--- src/rtl/button_debouncer.sv ---
// ---------------------------------------------------------------------------
// button_debouncer
//
// This block takes raw push-button inputs, which are active-low, asynchronous
// and bouncy. It turns them into clean events in the clk domain. Each channel
// has its own path: a two-flop synchroniser, a debounce counter and a
// four-state FSM. Channels never interact.
//
// Outputs per channel:
//   - level:         the debounced pressed state.
//   - press:         a one-cycle pulse when a press is accepted.
//   - release_pulse: a one-cycle pulse when a release is accepted.
//
// All outputs come from registers. No path runs from input to output
// through logic alone.
//
// The release output is named release_pulse because "release" is a
// reserved word in SystemVerilog (force/release).
//
// Parameters:
//   NUM_BTN          number of button channels (>= 1)
//   DEBOUNCE_CYCLES  cycles the synchronised input must hold a new value
//                    before it is accepted (>= 2)
//
// Ports:
//   clk            in   1        system clock
//   rst            in   1        asynchronous, active-high reset
//   btn_n          in   NUM_BTN  raw buttons, active-low, asynchronous
//   level          out  NUM_BTN  debounced state, 1 = pressed
//   press          out  NUM_BTN  one-cycle pulse on accepted press
//   release_pulse  out  NUM_BTN  one-cycle pulse on accepted release
// ---------------------------------------------------------------------------
module button_debouncer #(
  parameter int NUM_BTN         = 2,
  parameter int DEBOUNCE_CYCLES = 240000
) (
  input  logic               clk,
  input  logic               rst,
  input  logic [NUM_BTN-1:0] btn_n,
  output logic [NUM_BTN-1:0] level,
  output logic [NUM_BTN-1:0] press,
  output logic [NUM_BTN-1:0] release_pulse
);

  localparam int CNT_W = $clog2(DEBOUNCE_CYCLES);
  localparam logic [CNT_W-1:0] CNT_LAST = CNT_W'(DEBOUNCE_CYCLES - 1);

  typedef enum logic [1:0] {
    IDLE        = 2'd0,
    ARM_PRESS   = 2'd1,
    HELD        = 2'd2,
    ARM_RELEASE = 2'd3
  } state_t;

  genvar gi;
  generate
    for (gi = 0; gi < NUM_BTN; gi++) begin : g_chan
      logic             sync1_reg;
      logic             sync2_reg;
      logic             s;
      state_t           state_reg;
      logic [CNT_W-1:0] cnt_reg;
      logic             level_reg;
      logic             press_reg;
      logic             release_reg;

      // The synchroniser resets to "not pressed". A button held through
      // reset therefore looks like a fresh press once reset is released.
      always_ff @(posedge clk or posedge rst) begin
        if (rst) begin
          sync1_reg <= 1'b1;
          sync2_reg <= 1'b1;
        end else begin
          sync1_reg <= btn_n[gi];
          sync2_reg <= sync1_reg;
        end
      end

      assign s = ~sync2_reg;

      // The counter is cleared on every state entry. It is only compared
      // against CNT_LAST and never increments past it, so it cannot wrap.
      // The level register changes on the same edge as the accepting
      // transition, so level and its pulse line up.
      always_ff @(posedge clk or posedge rst) begin
        if (rst) begin
          state_reg   <= IDLE;
          cnt_reg     <= '0;
          level_reg   <= 1'b0;
          press_reg   <= 1'b0;
          release_reg <= 1'b0;
        end else begin
          press_reg   <= 1'b0;
          release_reg <= 1'b0;
          case (state_reg)
            IDLE: begin
              if (s) begin
                state_reg <= ARM_PRESS;
                cnt_reg   <= '0;
              end
            end
            ARM_PRESS: begin
              if (!s) begin
                state_reg <= IDLE;
                cnt_reg   <= '0;
              end else if (cnt_reg == CNT_LAST) begin
                state_reg <= HELD;
                cnt_reg   <= '0;
                level_reg <= 1'b1;
                press_reg <= 1'b1;
              end else begin
                cnt_reg <= cnt_reg + 1'b1;
              end
            end
            HELD: begin
              if (!s) begin
                state_reg <= ARM_RELEASE;
                cnt_reg   <= '0;
              end
            end
            ARM_RELEASE: begin
              if (s) begin
                state_reg <= HELD;
                cnt_reg   <= '0;
              end else if (cnt_reg == CNT_LAST) begin
                state_reg   <= IDLE;
                cnt_reg     <= '0;
                level_reg   <= 1'b0;
                release_reg <= 1'b1;
              end else begin
                cnt_reg <= cnt_reg + 1'b1;
              end
            end
            default: begin
              state_reg <= IDLE;
              cnt_reg   <= '0;
              level_reg <= 1'b0;
            end
          endcase
        end
      end

      assign level[gi]         = level_reg;
      assign press[gi]         = press_reg;
      assign release_pulse[gi] = release_reg;
    end
  endgenerate

endmodule

--- config.mk ---
export PLATFORM = sky130hd
export DESIGN_NAME = button_debouncer
export DESIGN_NICKNAME = d
export VERILOG_FILES = /design/src/rtl/button_debouncer.sv
export SDC_FILE = /design/constraint.sdc
export NUM_CORES = 1
export LEC_CHECK = 0
export ABC_CLOCK_PERIOD_IN_PS = 4300
export BUFFER_PORTS_ARGS = -buffer_cell sky130_fd_sc_hd__buf_2
export CELL_PAD_IN_SITES_DETAIL_PLACEMENT = 2
export CELL_PAD_IN_SITES_GLOBAL_PLACEMENT = 2
export CORE_MARGIN = 1.5
export CORE_UTILIZATION = 42
export CTS_CLUSTER_DIAMETER = 40
export DETAILED_ROUTE_END_ITERATION = 8
export PLACE_DENSITY_LB_ADDON = 0.1
export SLEW_MARGIN = 20
export SYNTH_ARGS = -nofsm -noshare
export SYNTH_HDL_FRONTEND = slang
export SYNTH_SLANG_ARGS = --single-unit
--- constraint.sdc ---
create_clock -name clk -period 4.3 [get_ports clk]
set_input_delay 0.645 -clock clk [delete_from_list [all_inputs] [get_ports clk]]
set_output_delay 0.645 -clock clk [all_outputs]
set_load 0.05 [all_outputs]
==> reports/metrics.csv, run 1 <==
metric,value,unit
post-synth top area share,45.2,%
vias in the first global route,2362,
mean post-synth cell area,9.20,sq um
"FFs w/ async S/R, synth",100,%
Synth Warn #,0,
max layer used,met4,
RSZ-0062 raised after global routing,false,
first-pass GRT wire length,11900,microns
period utilisation layout,57.3,%
drc violations,0,
Final Setup Violations,0,
number of synthesized register bits,50,
# diodes,0,
"Top FF cell, synth",dfrtp_1,
cell row count,28,
Num CTS Buffers,5,
Yosys cell types,43,
Max Fclk,406,MHz
I/O Buffers,9,
Max-slew headroom,45.4,%
# hold bufs at CTS,0,
"setup slack, reg-to-reg",1.84,ns
Yosys top cell by area,dfrtp_1,
Setup CP Type,reg -> reg,
P per Cell Area,408,mW/mm^2
vias per cell,6.04,
largest net degree at the start of global routing,51,
Cell Int Power,797,uW
max reg flops,36,
die area,0.00654,sq mm
Layout Area Growth over Synthesis,9.13,%
synth top area cells,"dfrtp_1, nand3_1, nand2_1, dfstp_2, o21ai_0",
VDD IR max,0.244,mV
CTS tree,built,
Initial Util,43.3,%
Final Skew,0.00209,ns
final hold vios,0,
DR WL met3,145,microns
post-DP HPWL,4600,microns
wl on met1,3420,microns
final setup margin,1.84,ns
CP arrival,2.66,ns
H-tree Lvls,2,
DR pass1 iterations,4,
syn_nets,283,
CTS Sinks,50,
area of the multi-input gates,0.00120,sq mm
Setup TNS,0,ns
Synth top cells by count,"dfrtp_1, nand2_1, nand3_1",
core area,0.00589,sq mm
Hold WC Path Type,reg -> reg,
sequential standard cell area,0.00126,sq mm
Logic pwr share,17.1,%
initial antenna violation count,0,
remaining antenna violation count,0,
Slew @ Worst Pin,0.807,ns
die height,80.9,microns
Sw Share,29.8,%
Vias,2161,
Die W,80.9,microns
Clock transition at path regs,0.09,ns
GRT Util Overall,23.6,%
worst skew pair latency,0.30,ns
max_cap viols,0,
Leak,0.00113,uW
fin util,47.3,%
part of the power in registers,46.8,%
WL final,6850,microns
layout cell share with drive strength beyond 1,11.3,%
Worst Hold Slack,0.364,ns
critical path peak fanout,13,
DRT iter0 DRCs,61,
FILL cells,666,
Slew Limit Fails,0,
Clock Power Share,36.2,%
Post-synth EDFFs,0,
Tmin final,2.46,ns
gpl congestion,0.707,
sequential share of the synthesized area,49.3,%
Tot Pwr,1130,uW
WHS Path Cells,0,
Post-CTS Resized,0,
FF-to-FF path depth,6,
status,"complete, no violations",
Worst Setup Start Kind,register,
root buffer cell,clkbuf_8,
Post-Syn Area,0.00255,sq mm
most frequent cell after synthesis,dfrtp_1,
Worst EP required,4.50,ns
switching power,337,uW
post-synthesis cell count,277,
Clock Tree Buf Depth,2,
grt total ovfl,0,
Final #Nets,288,
Post-Place Worst Slack,1.79,ns
"Setup Fix Bufs, Post-CTS",0,
Critical Path End Type,register,
met2 WL,3200,microns
I/O pin cnt,10,
wire length per cell,19.1,microns
## worst max-delay path: stages, from the launching register on
cell	delay [ns]
dfrtp_1	0.46
ha_1	0.26
nand4_1	0.30
nor3_1	0.49
a21oi_2	0.31
and3_1	0.28
a211o_1	0.26
## cell usage in the layout (no fill, tap or decap), drive strengths merged, types with 2 or more instances in the layout
cell	synthesis	layout
xnor2	3	3
nor4b	2	2
a211o	3	3
nand2	40	40
nor2	11	11
nor3b	2	2
or4	3	3
dfrtp	46	46
inv	8	8
and2	3	3
buf	8	11
nand4	10	10
o311ai	6	6
a22o	4	4
a21o	4	4
clkbuf	5	6
xor2	4	4
o21a	2	2
dfstp	4	4
a21oi	13	13
bufinv	0	2
ha	2	2
nor4	3	3
and3	5	5
o21ai	22	22
a21boi	2	2
nand3	32	32
or3	10	10
mux2i	2	2
o211ai	2	2
nor3	9	9
## final timing paths
path / startpoint / end
min in group asynchronous: rst / g_chan[1].cnt_reg[12]
max: g_chan[0].cnt_reg[0] / g_chan[0].cnt_reg[16]
max reg2reg: g_chan[0].cnt_reg[0] / g_chan[0].cnt_reg[16]
max in group asynchronous: rst / g_chan[1].cnt_reg[16]
min: g_chan[1].sync1_reg / g_chan[1].sync2_reg
min reg2reg: g_chan[1].sync1_reg / g_chan[1].sync2_reg
## logic make-up (layout without fill, tap and decap cells)
group,Yosys count,after routing,synth area share [%]
AND/OR/NAND/NOR,135,135,27.6
multiplexers,2,2,0.786
flip-flops,50,50,49.3
adder cells (fa/ha/maj),2,2,0.982
XOR/XNOR,7,7,2.41
AO/OA/AOI/OAI,60,60,14.9
buffers and inverters,21,27,4.07
## area by class of cell
cell class | count | area share (%)
Timing Repair Buffer | 11 | 2.16
Multi-Input combinational cell | 206 | 43.1
Clock buffer | 6 | 2.97
Sequential cell | 50 | 45.2
Inverter | 8 | 1.08
Clock inverter | 2 | 2.16
Tap cell | 75 | 3.37
## metal layers
metal	track usage, %	vias up
met5	0	-
met4	6.03	0
met3	3.82	7
met2	38.2	22
met1	32.7	1120
li1	-	1012
## power by group through the flow
stage,Sequential (uW),Combinational [uW],Clock (uW)
final,530,194,410
after global routing,536,222,437
after CTS,530,197,419
after detailed placement,538,193,0
after global placement,535,184,0
after floorplan,527,132,0
## stage by stage
step | instances | instance area, sq um
after floorplan | 277 | 2550
after global placement | 350 | 2630
after CTS | 358 | 2770
after detailed placement | 350 | 2630
final | 358 | 2780
after global routing | 358 | 2780
(Power assumes the default switching activity.)
==> inputs of run 2 (changes only) <==
--- a/config.mk
+++ b/config.mk
@@ -5,12 +5,12 @@
 export SDC_FILE = /design/constraint.sdc
 export NUM_CORES = 1
 export LEC_CHECK = 0
-export ABC_CLOCK_PERIOD_IN_PS = 4300
+export ABC_CLOCK_PERIOD_IN_PS = 2300
 export BUFFER_PORTS_ARGS = -buffer_cell sky130_fd_sc_hd__buf_2
 export CELL_PAD_IN_SITES_DETAIL_PLACEMENT = 2
 export CELL_PAD_IN_SITES_GLOBAL_PLACEMENT = 2
 export CORE_MARGIN = 1.5
-export CORE_UTILIZATION = 42
+export CORE_UTILIZATION = 39
 export CTS_CLUSTER_DIAMETER = 40
 export DETAILED_ROUTE_END_ITERATION = 8
 export PLACE_DENSITY_LB_ADDON = 0.1
==> constraint.sdc (replaced) <==
create_clock -name clk -period 2.3 [get_ports clk]
set_input_delay 0.345 -clock clk [delete_from_list [all_inputs] [get_ports clk]]
set_output_delay 0.345 -clock clk [all_outputs]
set_load 0.05 [all_outputs]
==> reports/metrics.csv, run 2 (same netlist as run 1, synthesis figures left out) <==
metric,value,unit,change
status,"complete, no violations",,unchanged
FILL cells,712,,was 666
switching power,616,uW,was 337 uW
DR pass1 iterations,4,,unchanged
gpl congestion,0.787,,was 0.707
Vias,2157,,was 2161
Clock Tree Buf Depth,2,,unchanged
Hold WC Path Type,in -> reg,,was reg -> reg
Critical Path End Type,register,,unchanged
Max-slew headroom,31.1,%,was 45.4%
initial antenna violation count,0,,unchanged
r2r startpoint,g_chan[0].sync2_reg,,was g_chan[0].cnt_reg[0]
worst skew pair latency,0.30,ns,about the same
CTS Sinks,50,,unchanged
CP arrival,2.30,ns,was 2.66 ns
die height,83.8,microns,was 80.9 microns
core area,0.00635,sq mm,was 0.00589 sq mm
Layout Area Growth over Synthesis,9.03,%,was 9.13%
vias per cell,5.89,,was 6.04
Worst EP required,2.51,ns,was 4.50 ns
CP Launch Point,g_chan[0].sync2_reg,,was g_chan[0].cnt_reg[0]
RSZ-0062 raised after global routing,false,,unchanged
die area,0.00703,sq mm,was 0.00654 sq mm
Clock transition at path regs,0.09,ns,about the same
FF-to-FF End,g_chan[0].cnt_reg[2],,was g_chan[0].cnt_reg[16]
period utilisation layout,90.7,%,was 57.3%
I/O Buffers,9,,unchanged
wire length per cell,18.5,microns,was 19.1 microns
VDD IR max,0.513,mV,was 0.244 mV
# hold bufs at CTS,0,,unchanged
Slew Limit Fails,0,,unchanged
area of the multi-input gates,0.00120,sq mm,about the same
Clock Power Share,28.3,%,was 36.2%
"Slowest-stage cell, CP",dfstp_2,,was nor3_1
Final Skew,0.00489,ns,was 0.00209 ns
final hold vios,0,,unchanged
Num CTS Buffers,5,,unchanged
Final Setup Violations,0,,unchanged
largest net degree at the start of global routing,51,,unchanged
I/O pin cnt,10,,unchanged
vias in the first global route,2289,,was 2362
Max Fclk,479,MHz,was 406 MHz
cell row count,29,,was 28
Initial Util,40.1,%,was 43.3%
most frequent cells in the layout,"dfrtp_1, nand2_1, nand3_1, o21ai_0, a21oi_1",,unchanged
H-tree Lvls,2,,unchanged
Slew @ Worst Pin,1.03,ns,was 0.807 ns
Die W,83.8,microns,was 80.9 microns
GRT Util Overall,20.5,%,was 23.6%
Cell Int Power,1290,uW,was 797 uW
Worst path most repeated cell,nand2_1,,
Setup TNS,0,ns,unchanged
Setup CP Type,reg -> reg,,unchanged
Logic pwr share,19.8,%,was 17.1%
layout cell share with drive strength beyond 1,12.5,%,was 11.3%
Final #Nets,294,,was 288
max reg flops,36,,unchanged
# diodes,0,,unchanged
Leak,0.00113,uW,about the same
root buffer cell,clkbuf_8,,unchanged
grt total ovfl,0,,unchanged
Worst Setup Start Kind,register,,unchanged
worst-path cell chain,xnor2_1 > nand2_1 > a21oi_1 > buf_4 > nand2_1 > o21ai_0,,was ha_1 > nand4_1 > nor3_1 > a21oi_2 > and3_1 > a211o_1
FF-to-FF path depth,6,,unchanged
drc violations,0,,unchanged
P per Cell Area,687,mW/mm^2,was 408 mW/mm^2
"commonest non-fill, non-tap cell in the layout",dfrtp_1,,unchanged
Tmin final,2.09,ns,was 2.46 ns
Sw Share,32.3,%,was 29.8%
WL final,6760,microns,was 6850 microns
part of the power in registers,51.8,%,was 46.8%
fin util,43.8,%,was 47.3%
critical path peak fanout,6,,was 13
max_cap viols,0,,unchanged
first-pass GRT wire length,11600,microns,was 11900 microns
post-DP HPWL,4720,microns,was 4600 microns
"setup slack, reg-to-reg",0.21,ns,was 1.84 ns
CTS tree,built,,unchanged
CP max stage delay,0.59,ns,was 0.49 ns
CP endpoint,g_chan[0].cnt_reg[2],,was g_chan[0].cnt_reg[16]
remaining antenna violation count,0,,unchanged
DRT iter0 DRCs,42,,was 61
sequential standard cell area,0.00126,sq mm,unchanged
==> run 2: power by group through the flow <==
stage / combinational (uW) / sequential (uW) / clock, uW
5_1_grt: 428 / 997 / 589
2_1_floorplan: 247 / 985 / 0
3_5_place_dp: 381 / 1010 / 0
3_3_place_gp: 371 / 1000 / 0
4_1_cts: 382 / 989 / 565
6_report: 378 / 990 / 540
==> run 2: critical path: cells and delay by family, from the launching register on <==
family                    cells  cell delay (ns)
AOI/OAI and AO/OA             2             0.65
buffers and inverters         1             0.25
xor gates and xnor gates      1             0.19
DFF                           1             0.59
and+or+nand+nor               2             0.32
==> run 2: cell type report <==
cell class                      instances  area share [%]
Inverter                                8            1.08
Sequential cell                        50            45.2
Timing Repair Buffer                   17            3.78
Clock buffer                            8            3.24
Tap cell                               77            3.47
Multi-Input combinational cell        206            43.2
==> run 2: stage by stage <==
| stage | cells | setup WS (ns) | power, uW | hold slack, ns | instance area, sq um |
|---|---|---|---|---|---|
| after floorplan | 277 | 0.433 | 1230 | 0.345 | 2550 |
| after global placement | 358 | 0.166 | 1370 | 0.349 | 2680 |
| after detailed placement | 358 | 0.107 | 1390 | 0.351 | 2680 |
| after CTS | 366 | 0.0408 | 1940 | 0.123 | 2770 |
| after global routing | 366 | 0.00217 | 2010 | 0.110 | 2780 |
| final | 366 | 0.214 | 1910 | 0.132 | 2780 |
==> run 2: repair_timing <==
item / 4_1_cts / 5_1_grt
buffers inserted: 0 / 0
endpoints found under the setup margin: 0 / 9
gates resized for setup: 0 / 3
==> run 2: routing by layer <==
metal,GRT usage [%],vias to the layer above,part of all wire (%)
met5,0,-,0
met4,4.17,0,0.35
met3,3.66,2,1.6
met2,33.0,16,48
met1,29.2,1110,50
li1,-,1029,-
==> run 2: worst min path at each step <==
| stage | from | endpoint | slack, ns | cells past startpoint |
|---|---|---|---|---|
| finish | btn_n[0] | g_chan[0].sync1_reg | 0.13 | 1 |
| global route | btn_n[0] | g_chan[0].sync1_reg | 0.11 | 1 |
| CTS | btn_n[0] | g_chan[0].sync1_reg | 0.12 | 1 |
| detailed placement | g_chan[0].sync1_reg | g_chan[0].sync2_reg | 0.35 | 0 |
| global placement | g_chan[0].sync1_reg | g_chan[0].sync2_reg | 0.35 | 0 |
| floorplan | g_chan[0].sync1_reg | g_chan[0].sync2_reg | 0.35 | 0 |
